--- config.mk ---
export PLATFORM = sky130hd
export DESIGN_NAME = seq_div8x4
export DESIGN_NICKNAME = d
export VERILOG_FILES = /design/src/rtl/seq_div8x4.sv
export SDC_FILE = /design/constraint.sdc
export NUM_CORES = 1
export LEC_CHECK = 0
export BUFFER_PORTS_ARGS = -buffer_cell sky130_fd_sc_hd__clkbuf_2
export CAP_MARGIN = 20
export CORE_MARGIN = 2
export CORE_UTILIZATION = 40
export CTS_CLUSTER_DIAMETER = 40
export CTS_CLUSTER_SIZE = 10
export DETAILED_ROUTE_END_ITERATION = 12
export HOLD_SLACK_MARGIN = 0.08
export MAX_ROUTING_LAYER = met4
export PLACE_DENSITY_LB_ADDON = 0.1
export SETUP_SLACK_MARGIN = 0.5
export SKIP_CTS_REPAIR_TIMING = 1
export SYNTH_ARGS = -nofsm -noshare
export SYNTH_HDL_FRONTEND = slang
export SYNTH_SLANG_ARGS = --single-unit
--- constraint.sdc ---
create_clock -name clk -period 3.6 [get_ports clk]
set_clock_uncertainty 0.05 [all_clocks]
set_input_delay 0.18 -clock clk [delete_from_list [all_inputs] [get_ports clk]]
set_output_delay 0.18 -clock clk [all_outputs]
set_load 0.01 [all_outputs]
--- src/rtl/seq_div8x4.sv ---
// seq_div8x4: sequential restoring divider, N-bit dividend by D-bit divisor, one quotient bit per clock
module seq_div8x4 #(
  parameter int N = 8,
  parameter int D = 4
) (
  input  logic         clk,
  input  logic         rst_n,
  input  logic         start_i,
  input  logic [N-1:0] dividend_i,
  input  logic [D-1:0] divisor_i,
  output logic         busy_o,
  output logic         done_o,
  output logic [N-1:0] quotient_o,
  output logic [D-1:0] remainder_o,
  output logic         div_by_zero_o
);
  localparam int CW = $clog2(N + 1);
  typedef enum logic {IDLE, RUN} state_t;
  state_t         state_q, state_d;
  logic [N-1:0]   q_sh_q, q_sh_d, quot_q, quot_d;
  logic [D-1:0]   r_acc_q, r_acc_d, dvs_q, dvs_d, rem_q, rem_d;
  logic [CW-1:0]  cnt_q, cnt_d;
  logic           busy_q, busy_d, done_q, done_d, dbz_q, dbz_d;
  logic [D:0]     t;
  logic [D-1:0]   r_nxt;
  logic [N-1:0]   q_nxt;
  logic           ge, accept, zero, last;
  // partial remainder stays below the divisor, so the extra compare bit lives only in t
  assign t      = {r_acc_q, q_sh_q[N-1]};
  assign ge     = t >= {1'b0, dvs_q};
  assign r_nxt  = ge ? D'(t - {1'b0, dvs_q}) : t[D-1:0];
  assign q_nxt  = {q_sh_q[N-2:0], ge};
  assign accept = state_q == IDLE && start_i;
  assign zero   = divisor_i == '0;
  assign last   = state_q == RUN && cnt_q == CW'(1);
  always_ff @(posedge clk or negedge rst_n)
    if (!rst_n) state_q <= IDLE;
    else state_q <= state_d;
  always_comb state_d = accept && !zero ? RUN : last ? IDLE : state_q;
  always_comb begin
    q_sh_d  = state_q == RUN ? q_nxt : accept && !zero ? dividend_i : q_sh_q;
    r_acc_d = state_q == RUN ? r_nxt : accept && !zero ? '0 : r_acc_q;
    dvs_d   = accept && !zero ? divisor_i : dvs_q;
    cnt_d   = state_q == RUN ? cnt_q - CW'(1) : accept && !zero ? CW'(N) : cnt_q;
    quot_d  = last ? q_nxt : accept && zero ? '1 : quot_q;
    rem_d   = last ? r_nxt : accept && zero ? dividend_i[D-1:0] : rem_q;
    dbz_d   = accept ? zero : dbz_q;
    done_d  = last || (accept && zero);
    busy_d  = state_d == RUN;
  end
  always_ff @(posedge clk or negedge rst_n)
    if (!rst_n) begin
      q_sh_q  <= '0;
      r_acc_q <= '0;
      dvs_q   <= '0;
      cnt_q   <= '0;
      quot_q  <= '0;
      rem_q   <= '0;
      dbz_q   <= 1'b0;
      done_q  <= 1'b0;
      busy_q  <= 1'b0;
    end else begin
      q_sh_q  <= q_sh_d;
      r_acc_q <= r_acc_d;
      dvs_q   <= dvs_d;
      cnt_q   <= cnt_d;
      quot_q  <= quot_d;
      rem_q   <= rem_d;
      dbz_q   <= dbz_d;
      done_q  <= done_d;
      busy_q  <= busy_d;
    end
  assign busy_o        = busy_q;
  assign done_o        = done_q;
  assign quotient_o    = quot_q;
  assign remainder_o   = rem_q;
  assign div_by_zero_o = dbz_q;
endmodule
==> flow_metrics.tcl <==
set metrics [dict create \
    initial_core_util_pct 41.9 \
    clock_path_buffers 2 \
    crit_path_end_kind "register" \
    num_antenna_cells 0 \
    rsz0062_at_grt "false" \
    p_int_uw 1220 \
    slew_headroom_pct 41.9 \
    worst-r2r-cell-count 4 \
    synth_compound_area_share_pct 23.3 \
    slew_violations 0 \
    antenna_found_initial 0 \
    drtAntennaViolNets 0 \
    drv_cap 0 \
    drc 0 \
    vdd_drop_max_v 0.000384 \
    synth_top_family_by_area "compound AO/OA/AOI/OAI gates" \
    pwr-share-seq_pct 35.6 \
    reg2reg_from "busy_o" \
    htreeDepth 2 \
    vias 1367 \
    p_per_area_mw_per_mm2 1020 \
    grt_pass1_vias 1441 \
    synth.area.mux_share_pct 0 \
    hold_violations 0 \
    power.leakage_uw 0.000906 \
    startpoint_type "register" \
    grt_overflow 0 \
    gr-usage-all-layers_pct 19.5 \
    finalCritPeriodShare_pct 55.2 \
    die_w_um 69.2 \
    crit-reg2reg-capture "cnt_q[3]" \
    ys_seq_elements 35 \
    routed_via_density 5.63 \
    pre_cts_ws_ns 1.65 \
    fmax_mhz 504 \
    synth-xor-area-share_pct 1.03 \
    postSynthAreaPerCell_sq_um 10.6 \
    crit_required_ns 3.76 \
    r2r_setup_slack_ns 1.61 \
    layout_setup_ws_ns 1.61 \
    hp-class "primary input to register" \
    synth_edf_count 0 \
    gp_congestion 0.821 \
    synth_flop_cell "dfrtp_1" \
    cts_tree "yes" \
    yosys.cell_types.count 42 \
    critPathArrivalTime_ns 2.15 \
    ys_async_sr_fraction_pct 100 \
    fp.coreArea_sq_mm 0.00406 \
    status "complete, no violations" \
    clkSinkCount 35 \
    cts_made_buffers 5 \
    combPwrFrac_pct 46.9 \
    cts-root-buf "clkbuf_8" \
    synth_fa_ha_area_share_pct 5.60 \
    ys_seq_area_share_pct 51.5 \
    worstHoldStart "divisor_i[0]" \
    yosysTopAreaCell "dfrtp_1" \
    clkPwrFrac_pct 17.5 \
    synthCells 160 \
    worstMarginPinSlew_ns 0.871 \
    critical_path_class "register to register" \
    port_buffers 29 \
    routed_wl_mm 3.92 \
    synthSimpleGateAreaFrac_pct 14.7 \
    min_to "dvs_q[0]" \
    layout.nets 214 \
    worstPathMaxFanout 17 \
    final_util_pct 49.4 \
    rows 23 \
    grt_max_degree 36 \
    synthesis.nets 182 \
    io_pins 30 \
    area_delta_synth_final_pct 18.0 \
    synthTopCellsByArea "dfrtp_1 (52%), ha_1 (4.4%), nand2_1 (4.0%), o22a_1 (3.1%), o21ai_0 (2.7%)" \
    swShare_pct 40.3 \
    synth_top_area_share_pct 51.5 \
    period_needed_ns 1.99 \
    grt_pass1_wl_mm 7.00 \
    yosysWarnings 0 \
    clock_latency_ns 0.29 \
    drt_pass1_iterations 4 \
    worstHoldPathCells 3 \
    clkTransAtPathRegs_ns 0.07 \
    dr.first_iter.drc_count 119 \
    drive_above_1_share_pct 25.4 \
    die_h_um 69.2 \
    detail_route.wl_per_cell_um 16.1 \
    fp.dieArea_sq_mm 0.00479 \
    p_switching_uw 822 \
    setup_viol 0 \
    setup_tns_ns 0 \
    hpwl_mm 2.78 \
    syn-cell-area_sq_mm 0.00170 \
]
## registers in the layout, indices dropped and copies added, names as in the netlist
signal,flops
dvs_q,4
busy_o,1
remainder_o,4
q_sh_q,8
r_acc_q,4
cnt_q,4
done_o,1
quotient_o,8
div_by_zero_o,1
## power groups by stage
stage / Combinational (uW) / Clock [uW] / Sequential, uW
detailed placement: 964 / 0 / 731
global route: 1100 / 385 / 759
finish: 957 / 358 / 726
CTS: 970 / 366 / 727
global placement: 938 / 0 / 730
floorplan: 680 / 0 / 732
## layout by cell type, fill, tap and decap left out, types with 2 or more instances in the layout
master     n
dfrtp_1   35
xor2_1     2
a21oi_1    3
a31oi_1    2
inv_1      8
o32ai_1    2
and3_1     5
o21a_1     2
a21boi_0   3
nand2_1   18
o22a_1     6
o31ai_1    3
nand3_1    5
clkbuf_8   5
o21ba_2    4
o21ai_0    9
nor3_1     2
o211ai_1   3
o22ai_1    7
nand4_1    2
nor2b_1    3
ha_1       6
clkbuf_2  29
nor2_1     7
## worst max-delay path by stage
stage | startpoint | end | slack, ns | depth (start not counted)
2_1_floorplan | r_acc_q[1] | r_acc_q[0] | 1.96 | 5
3_3_place_gp | busy_o | cnt_q[3] | 1.70 | 4
3_5_place_dp | busy_o | cnt_q[3] | 1.65 | 4
6_report | busy_o | cnt_q[3] | 1.61 | 4
4_1_cts | busy_o | cnt_q[3] | 1.62 | 4
5_1_grt | busy_o | cnt_q[3] | 1.32 | 4
## kinds of logic after synthesis
logic type,Yosys count
DFF,35
and+or+nand+nor,48
AOI/OAI and AO/OA,53
adders and majority gates,7
buffers and inverters,15
xor gates and xnor gates,2
## layout make-up
type / instances / area (sq um)
repair buffers: 31 / 163
well taps: 50 / 62.6
clock inverters: 3 / 43.8
flip-flops and latches: 35 / 876
fillers: 398 / 2050
inverters: 9 / 33.8
clock buffers: 5 / 68.8
multi-input cells: 110 / 758
## worst max-delay path, stage by stage, from the launching register on
cell and delay (ns):
dfrtp_1 0.60, clkinv_1 0.52, nor4_1 0.52, nor3_1 0.08, a21oi_1 0.14
## through the flow
| stage | power, uW | instances | instance area [sq um] | hold WS, ns |
|---|---|---|---|---|
| after floorplan | 1410 | 160 | 1700 | -0.166 |
| after global placement | 1670 | 234 | 1880 | 0.276 |
| after detailed placement | 1700 | 234 | 1880 | 0.300 |
| after CTS | 2060 | 242 | 2000 | -0.0188 |
| after global routing | 2240 | 243 | 2010 | 0.0909 |
| final | 2040 | 243 | 2010 | 0.0798 |
## cells in the mapped netlist, drive strengths merged, types with 2 or more instances
library cell and number:
inv 8, dfrtp 35, o21ai 9, clkbuf 4, o211ai 3, nor2b 3
ha 6, o22ai 7, buf 2, o21a 2, and3 5, o32ai 2
a31oi 2, nand4 2, nor3 2, o22a 6, nor4 2, a21boi 4
o21ba 5, o31ai 3, nand2 19, xor2 2, nor2 7, a21oi 3
nand3 5
## per-layer routing
| layer | vias up | wire length (um) | part of all wire, % | track usage (%) |
|---|---|---|---|---|
| li1 | 649 | - | - | - |
| met1 | 673 | 1840 | 47 | 25.7 |
| met2 | 39 | 1820 | 46 | 29.0 |
| met3 | 6 | 200 | 5.1 | 4.80 |
| met4 | 0 | 65 | 1.7 | 8.06 |
| met5 | - | 0 | 0 | - |
Power figures use the tool's default switching activity.
